<file path="src/rtl/key_conditioner.sv">
// Push-button conditioner: per-key two-flop synchroniser, debounce counter and
// IDLE/HELD/LONG tracker producing a debounced level plus press/release/long pulses.
module key_conditioner #(
    parameter int N_KEYS          = 4,
    parameter int DEBOUNCE_CYCLES = 500000,
    parameter int LONG_CYCLES     = 50000000
) (
    input  logic              clk,
    input  logic              reset,
    input  logic [N_KEYS-1:0] key_n,
    output logic [N_KEYS-1:0] pressed,
    output logic [N_KEYS-1:0] press_pulse,
    output logic [N_KEYS-1:0] release_pulse,
    output logic [N_KEYS-1:0] long_pulse,
    output logic              any_held
);

    localparam int DB_W   = (DEBOUNCE_CYCLES > 1) ? $clog2(DEBOUNCE_CYCLES) : 1;
    localparam int HOLD_W = (LONG_CYCLES > 1) ? $clog2(LONG_CYCLES) : 1;
    localparam logic [DB_W-1:0]   DB_LAST   = DB_W'(DEBOUNCE_CYCLES - 1);
    localparam logic [HOLD_W-1:0] HOLD_LAST = HOLD_W'(LONG_CYCLES - 1);

    typedef enum logic [1:0] {
        ST_IDLE = 2'd0,
        ST_HELD = 2'd1,
        ST_LONG = 2'd2
    } state_e;

    logic [N_KEYS-1:0]              sync1_q, sync2_q;
    logic [N_KEYS-1:0][DB_W-1:0]    db_cnt_q, db_cnt_d;
    logic [N_KEYS-1:0][HOLD_W-1:0]  hold_q, hold_d;
    logic [N_KEYS-1:0]              pressed_q, pressed_d;
    logic [N_KEYS-1:0]              press_q, press_d;
    logic [N_KEYS-1:0]              release_q, release_d;
    logic [N_KEYS-1:0]              long_q, long_d;
    logic                           any_q, any_d;
    logic [N_KEYS-1:0]              s_w, accept_w;
    state_e                         state_q [N_KEYS];
    state_e                         state_d [N_KEYS];

    assign s_w = ~sync2_q;

    // A change is accepted on the edge where the opposing level has been stable long enough.
    always_comb begin
        accept_w = '0;
        for (int k = 0; k < N_KEYS; k++) begin
            accept_w[k] = (s_w[k] != pressed_q[k]) && (db_cnt_q[k] == DB_LAST);
        end
    end

    always_comb begin
        db_cnt_d  = db_cnt_q;
        hold_d    = hold_q;
        pressed_d = pressed_q ^ accept_w;
        press_d   = '0;
        release_d = '0;
        long_d    = '0;
        for (int k = 0; k < N_KEYS; k++) begin
            state_d[k] = state_q[k];
            if (s_w[k] == pressed_q[k] || accept_w[k]) begin
                db_cnt_d[k] = '0;
            end else begin
                db_cnt_d[k] = db_cnt_q[k] + DB_W'(1);
            end
            case (state_q[k])
                ST_IDLE: begin
                    if (accept_w[k]) begin
                        state_d[k] = ST_HELD;
                        hold_d[k]  = '0;
                        press_d[k] = 1'b1;
                    end
                end
                ST_HELD: begin
                    // Release wins over a coincident long-press threshold.
                    if (accept_w[k]) begin
                        state_d[k]   = ST_IDLE;
                        hold_d[k]    = '0;
                        release_d[k] = 1'b1;
                    end else if (hold_q[k] == HOLD_LAST) begin
                        state_d[k] = ST_LONG;
                        long_d[k]  = 1'b1;
                    end else begin
                        hold_d[k] = hold_q[k] + HOLD_W'(1);
                    end
                end
                ST_LONG: begin
                    if (accept_w[k]) begin
                        state_d[k]   = ST_IDLE;
                        hold_d[k]    = '0;
                        release_d[k] = 1'b1;
                    end
                end
                default: begin
                    state_d[k] = ST_IDLE;
                    hold_d[k]  = '0;
                end
            endcase
        end
        any_d = |pressed_d;
    end

    always_ff @(posedge clk) begin
        if (!reset) begin
            sync1_q   <= '1;
            sync2_q   <= '1;
            db_cnt_q  <= '0;
            hold_q    <= '0;
            pressed_q <= '0;
            press_q   <= '0;
            release_q <= '0;
            long_q    <= '0;
            any_q     <= 1'b0;
            for (int k = 0; k < N_KEYS; k++) begin
                state_q[k] <= ST_IDLE;
            end
        end else begin
            sync1_q   <= key_n;
            sync2_q   <= sync1_q;
            db_cnt_q  <= db_cnt_d;
            hold_q    <= hold_d;
            pressed_q <= pressed_d;
            press_q   <= press_d;
            release_q <= release_d;
            long_q    <= long_d;
            any_q     <= any_d;
            for (int k = 0; k < N_KEYS; k++) begin
                state_q[k] <= state_d[k];
            end
        end
    end

    assign pressed       = pressed_q;
    assign press_pulse   = press_q;
    assign release_pulse = release_q;
    assign long_pulse    = long_q;
    assign any_held      = any_q;

endmodule

</file>
<file path="config.mk">
export PLATFORM = sky130hd
export DESIGN_NAME = key_conditioner
export DESIGN_NICKNAME = d
export VERILOG_FILES = /design/src/rtl/key_conditioner.sv
export SDC_FILE = /design/constraint.sdc
export NUM_CORES = 1
export LEC_CHECK = 0
export ABC_AREA = 1
export CAP_MARGIN = 20
export CORE_MARGIN = 10
export CORE_UTILIZATION = 55
export DETAILED_ROUTE_END_ITERATION = 12
export PLACE_DENSITY = 0.69
export SYNTH_ARGS = -nofsm -noshare
export SYNTH_HDL_FRONTEND = slang
export SYNTH_SLANG_ARGS = --single-unit
</file>
<file path="constraint.sdc">
create_clock -name clk -period 5.1 [get_ports clk]
set_input_delay 0.765 -clock clk [delete_from_list [all_inputs] [get_ports clk]]
set_output_delay 0.765 -clock clk [all_outputs]
set_load 0.03 [all_outputs]
</file>
==> metrics list, run 1 <==
- The flow ran to the end, and the final reports show no timing, DRC or antenna violations.
- Setup repair after global routing left no endpoint under its margin.
- Setup violation total in the final timing report: 0
- Antenna viol nets, final: 0
* Mean post-synth cell area: 6.013 um^2
* Count of inserted antenna diode cells: 0
- Portion of synthesized cell area occupied by the leading cell type: 32.42%
- After synthesis, the netlist uses 41 different library cells.
- The number of failing hold endpoints at the final stage was 0.
- For the worst-skew pair, the clock arrives at the later sink with an insertion delay of 0.53 ns.
- Most frequent cells in the layout: nand2_1, nor2_1, inv_1
- Overall fraction of global-route tracks in use: 19.84%
* Number of setup buffers added after CTS: 0
- Leading cell type in the layout, fill and taps excluded: nand2_1
- At the end of routability-driven placement, the weighted congestion stood at 0.9237.
- Total vias in the final route: 12854
- Crit-path max FO: 34
- Startpoint type of the worst setup path: flop
* Clk slew on worst S/H paths: 0.06 ns
- First-pass GRT wire length: 53.79 mm
* Syn_nets: 2213
- Across the routed clock network, the largest skew measured is 0.01535 ns.
* Fin crit period: 3.013 ns
* # port buffers: 22
- After technology mapping, the gate count stands at 2187.
- Cell taking the most area after synthesis: dfxtp_1
- Number of max-cap violations: 0
* Vias in the first global route: 11863
- The clock drives 213 sinks.
* Total number of nets in the final design: 2200
* Data required time of the critical path: 5.50 ns
- Ranked by total cell area, the synthesized netlist is headed by dfxtp_1, nand2_1, nor2_1, nand3_1, inv_1.
- Synth warnings: 0
* X dimension of the die: 174.6 um
* Peak supply drop: 0.2201 mV
- Wirelength, routed: 30.79 mm
* Number of DRC violations after detailed routing: 0
- P_leak: 0.005687 uW
* Maximum number of pins on one net before global-route repair: 59
- The worst setup path is captured at a flop.
* Ports placed on the boundary: 23
- Clock tree synthesis selected as its root buffer the cell clkbuf_16.
- Area of the die: 30500 um^2
- The detailed router finished its first iteration with 936 violations.
- Signal arrival time at the worst endpoint: 3.42 ns
- Layout-stage area growth over the synthesis result: 8.477%
* Count of state elements after synthesis: 213
- Cell area power density: 246.3 nW/um^2
- Period utilization: 59.09%
* Overall power of the completed layout: 3513 uW
- Counting flops with an async set or reset pin after synthesis yields a share of 0%.
- Router iterations before antenna repair: 5
- CTS tree: yes
* Average vias per placed instance: 5.123
- The number of antenna violations at the first check in global routing came to 0.
- Area of the core: 23470 um^2
- Starting utilization of the core area: 56.03%
- Count of hold buffers inserted by post-cts repair: 0
- Setup tns final: 0 ns
- The share of the Yosys chip area taken by registers is 32.42%.
* Number of synthesized flops with an enable pin: 0
- Headroom to the max-slew limit came out at 50.60%.
* Leftover overflow at the end of global routing: 0
- CTS built an H-tree with a depth of 1.
- Routed WL per cell: 12.27 um
- The cell area that synthesis handed to floorplanning was 13150 um^2.
* Cell row count: 56
* Share of post-route cells with drive strength above 1: 4.155%
- Buffers inserted during clock tree synthesis total 25.
- Tightest Pin Transition: 0.7410 ns
- Vertical die dimension: 174.6 um
- The clock passes through at most 3 buffers.
- For this run, the leading register cell type out of synthesis is dfxtp_1.
- Class of the tightest hold or removal check: reg -> reg
* CTS-repair resized insts: 0
- Maximum frequency from static timing analysis: 331.9 MHz
- Number of fillers in the final layout: 2388
* Final number of max-transition violations: 0
* Post-DP HPWL: 21.74 mm
* Critical path start-end classification: reg -> reg
## worst max-delay path, stage by stage, from the launching register on
cell     delay [ns]
dfxtp_1        0.36
ha_1           0.27
nand3_2        0.18
nor2_1         0.14
nand4_1        0.41
nand2_2        0.64
nand2_1        0.54
o21ai_0        0.31
nor2_1         0.05
## kinds of logic (layout without fill, tap and decap cells)
kind of cell             count (synthesis)  after routing  synth area share (%)
adder cells (fa/ha/maj)                 20             20                 1.903
AND/OR/NAND/NOR                       1420           1420                 46.51
buffers and inverters                  385            388                 11.81
XOR/XNOR                                42             42                 2.797
flip-flops                             213            213                 32.42
AO/OA/AOI/OAI                          107            107                 4.557
## Yosys cell counts (4+ instances only)
cell type / instances
nor4_1: 9
nand3_2: 5
nor3b_1: 7
o211ai_1: 17
buf_2: 29
nor3_1: 42
nand4_1: 49
and2_1: 6
nand3b_1: 7
inv_1: 311
xnor2_1: 17
nand2_1: 536
nor3_2: 4
dfxtp_1: 213
nor2_1: 462
ha_1: 20
o21ai_0: 30
inv_2: 5
buf_1: 9
nand2_2: 5
o21ai_1: 5
a21oi_1: 47
buf_6: 5
or2_2: 15
buf_4: 9
clkbuf_1: 16
nor2_2: 8
xor2_1: 25
nand3_1: 258
## per-stage QoR
| stage | instance area, um^2 | setup WS (ns) | util (%) | hold slack [ns] | instances |
|---|---|---|---|---|---|
| 4_1_cts | 14250 | 1.622 | 60.71 | 0.4190 | 2508 |
| 3_5_place_dp | 13440 | 1.647 | 57.27 | 0.4006 | 2465 |
| 2_1_floorplan | 13150 | 3.264 | - | 0.3925 | 2187 |
| 3_3_place_gp | 13440 | 1.790 | 57.27 | 0.3949 | 2465 |
| 6_report | 14270 | 2.087 | 60.78 | 0.4153 | 2509 |
| 5_1_grt | 14270 | 1.738 | 60.78 | 0.4215 | 2509 |
## worst paths after layout
check / startpoint / slack (ns) / depth (start not counted) / to
hold / removal: sync1_q[2] / 0.42 / 1 / sync2_q[2]
setup reg to reg: db_cnt_q[0] / 2.09 / 8 / hold_q[2]
hold reg to reg: sync1_q[2] / 0.42 / 1 / sync2_q[2]
setup / recovery: db_cnt_q[0] / 2.09 / 8 / hold_q[2]
## state kept, by name, indices dropped and copies added, names as in the netlist
name and count:
any_held 1, db_cnt_q 76, hold_q 104, long_pulse 4, press_pulse 4, pressed 4
release_pulse 4, state_q 8, sync1_q 4, sync2_q 4
## power by group
part | switching (uW) | internal [uW]
sequential | 1.94 | 1670
combinational | 35.1 | 14.4
clock | 704 | 1090
## per-layer routing
| metal | part of all wire, % | GRT usage [%] | vias to the layer above |
|---|---|---|---|
| met4 | 1.9 | 4.875 | 0 |
| met3 | 4.2 | 2.393 | 34 |
| met2 | 45 | 33.86 | 255 |
| li1 | - | - | 6811 |
| met5 | 0 | 0 | - |
| met1 | 49 | 26.10 | 5754 |
## layout make-up
class	instances	area, um^2	share of cell area (%)
Tap cell	319	399.1	2.798
Timing Repair Buffer	28	270.3	1.894
Multi-Input combinational cell	1589	7335	51.41
Clock buffer	35	693.2	4.859
Inverter	317	1190	8.341
Sequential cell	213	4264	29.89
Clock inverter	8	115.1	0.8069
No activity file was read; power rests on OpenSTA's default activity.
==> run 2, diff against run 1 <==
- PLACE_DENSITY: 0.69 -> 0.71
- clock period: 5.1 -> 2.55 ns (I/O delays scaled with it)
==> metrics list, run 2 (same netlist as run 1, synthesis figures left out) <==
- Startpoint type of the worst setup path: flop
- Clock latency reported for the late side of the worst-skew pair: 0.52 ns
* Initial antenna violation count: 0
- Fraction of power consumed by combinational cells: 1.5%
* Signal arrival time at the worst endpoint: 2.60 ns
- First-pass GRT wire length: 53.43 mm
* Layout-stage area growth over the synthesis result: 9.457%
- The longest clock path from root to sink contains 3 buffers.
* Cell depth of the worst hold path: 3
- Fin crit period: 2.199 ns
- TritonCTS built the clock tree.
- Cell area power density: 483.7 nW/um^2
* Number of clock buffers inserted by TritonCTS: 25
- The largest registers in the layout are hold_q: 104 flops, db_cnt_q: 76 flops, state_q: 8 flops.
* Max transition margin: 58.57%
- The worst register-to-register path begins at db_cnt_q[0].
* Final Skew: 0.009241 ns
- Cell internal pwr: 5455 uW
* Period utilization: 86.25%
- Data required time of the critical path: 2.95 ns
- In this run the clock root is driven by a clkbuf_16.
* FF-to-FF End: hold_q[2]
* Number of fillers in the final layout: 2335
* Ports placed on the boundary: 23
* Number of max-cap violations: 0
- Across the VDD grid, the largest voltage drop is 0.5438 mV.
* Setup violation total in the final timing report: 0
* Final GP Congestion: 0.9434
* Switching Share: 21.66%
- For this block, the initial DRC count from the detailed router was 984.
- At the pin with the least slew margin, the transition time is 0.6199 ns.
- Wires add up to 30.37 mm.
- Share of total power in sequential cells: 48.0%
* Number of levels in the clock H-tree: 1
* Total vias in the final route: 12917
* Post-DP HPWL: 21.98 mm
- Clk slew on worst S/H paths: 0.06 ns
- Type of element capturing the critical path: flop
* Setup repair after global routing missed its margin: false
* Starting utilization of the core area: 56.03%
- At the end of the flow, the number of nets in the layout was 2216.
* Number of DRC violations after detailed routing: 0
- In the routed layout, each cell is associated on average with a via count of 5.112.
- The number of failing hold endpoints at the final stage was 0.
- The floorplan step defined a die boundary enclosing 30500 um^2.
* Class of the tightest hold or removal check: in -> reg
- The critical path starts at db_cnt_q[0].
- The first TritonRoute pass finished after 5 iterations.
- Crit-path max FO: 20
- Critical path start-end classification: reg -> reg
* Result of the run: complete, no violations
- For this run, the share of the core covered by cells in the final layout is 61.33%.
- Input and output buffers added on the ports amount to 22.
- Vertical die dimension: 174.6 um
- The via count of the first global-routing pass is 11653.
* X dimension of the die: 174.6 um
- Setup slack of the worst register-to-register path: 0.35 ns
- For this design the total switching power over the nets is 1508 uW.
* Length in cells of the worst reg-to-reg path: 8
- Setup tns final: 0 ns
- Leftover overflow at the end of global routing: 0
- Maximum number of pins on one net before global-route repair: 81
* Largest register FFs: 104
- Leaving out fill and tap cells, the most frequent cell in the layout is nand2_1.
- For this design the static power due to leakage is 0.005765 uW.
* Overall fraction of global-route tracks in use: 19.66%
- Final number of max-transition violations: 0
- Cell row count: 56
- 0 antenna diodes ended up in the layout.
- Area of the core: 23470 um^2
- Clock group share of total power: 50.6%
- Antenna viol nets, final: 0
* Number of sinks driven by the clock tree: 213
- Dividing the detail-routed wire length by the instance count gives 12.02 um.
- Of the cells placed in the final design, the portion with a size suffix greater than 1 is 5.163%.
- Most frequent cells in the layout: nand2_1, nor2_1, inv_1
- Counting flops per register, the top entry is hold_q.
- Static timing analysis puts the maximum clock frequency at 454.7 MHz.
- CP Capture Point: hold_q[2]
-- run 2: cell types whose count changed in the layout (fill, tap and decap cells not counted), sizes merged --
cell / before / now
clkinv: 6 / 10
bufinv: 3 / 2
clkinvlp: 0 / 3
buf: 7 / 23
clkbuf: 35 / 31
-- run 2: worst min-delay path by stage --
stage                from          to  slack [ns]
3_3_place_gp   sync1_q[2]  sync2_q[2]        0.40
2_1_floorplan  sync1_q[0]  sync2_q[0]        0.39
3_5_place_dp   sync1_q[2]  sync2_q[2]        0.40
4_1_cts             reset  hold_q[39]        0.20
5_1_grt             reset  hold_q[39]        0.22
6_report            reset  hold_q[39]        0.23
-- run 2: repair_timing --
| action | CTS | global route |
|---|---|---|
| buffers inserted | 0 | 0 |
| gates resized for setup | 0 | 1 |
| endpoints found under the setup margin | 0 | 8 |
| hold endpoints to repair | 0 | 0 |
| hold buffers | 0 | 0 |
-- run 2: cell type report --
class	instances	area (um^2)	area share, %
Multi-Input combinational cell	1589	7337	50.97
Sequential cell	213	4264	29.62
Inverter	317	1190	8.266
Clock buffer	31	678.2	4.711
Tap cell	319	399.1	2.773
Timing Repair Buffer	44	395.4	2.747
Clock inverter	14	131.4	0.9126
-- run 2: power groups by stage --
| stage | logic (uW) | registers, uW | clock network (uW) |
|---|---|---|---|
| floorplan | 70.4 | 3410 | 0 |
| global placement | 102 | 3410 | 0 |
| detailed placement | 104 | 3410 | 0 |
| CTS | 104 | 3340 | 3630 |
| global route | 118 | 3340 | 3750 |
| finish | 103 | 3340 | 3520 |
-- run 2: routing by layer --
metal / vias to the layer above / track usage [%] / part of all wire (%)
met1: 5769 / 26.97 / 48
met4: 0 / 4.345 / 1.8
met2: 258 / 32.21 / 45
met3: 35 / 2.673 / 4.9
met5: - / 0 / 0
li1: 6855 / - / -
-- run 2: worst max-delay path, stage by stage, from the launching register on --
cell and delay [ns]:
dfxtp_1 0.36, ha_1 0.26, nand3_2 0.18, nor2_1 0.15
nand4_1 0.20, nand2_2 0.20, nand2_1 0.38, o21ai_0 0.29
nor2_1 0.06
-- run 2: metrics by stage --
stage	hold slack (ns)	cells	cell area, um^2	setup slack [ns]	total power, uW
global placement	0.3996	2482	13580	0.3040	3515
global route	0.2195	2527	14400	0.07606	7208
CTS	0.2031	2527	14390	0.2278	7070
detailed placement	0.3980	2482	13580	0.2598	3517
finish	0.2276	2527	14400	0.3505	6963
floorplan	0.3925	2187	13150	0.8382	3482
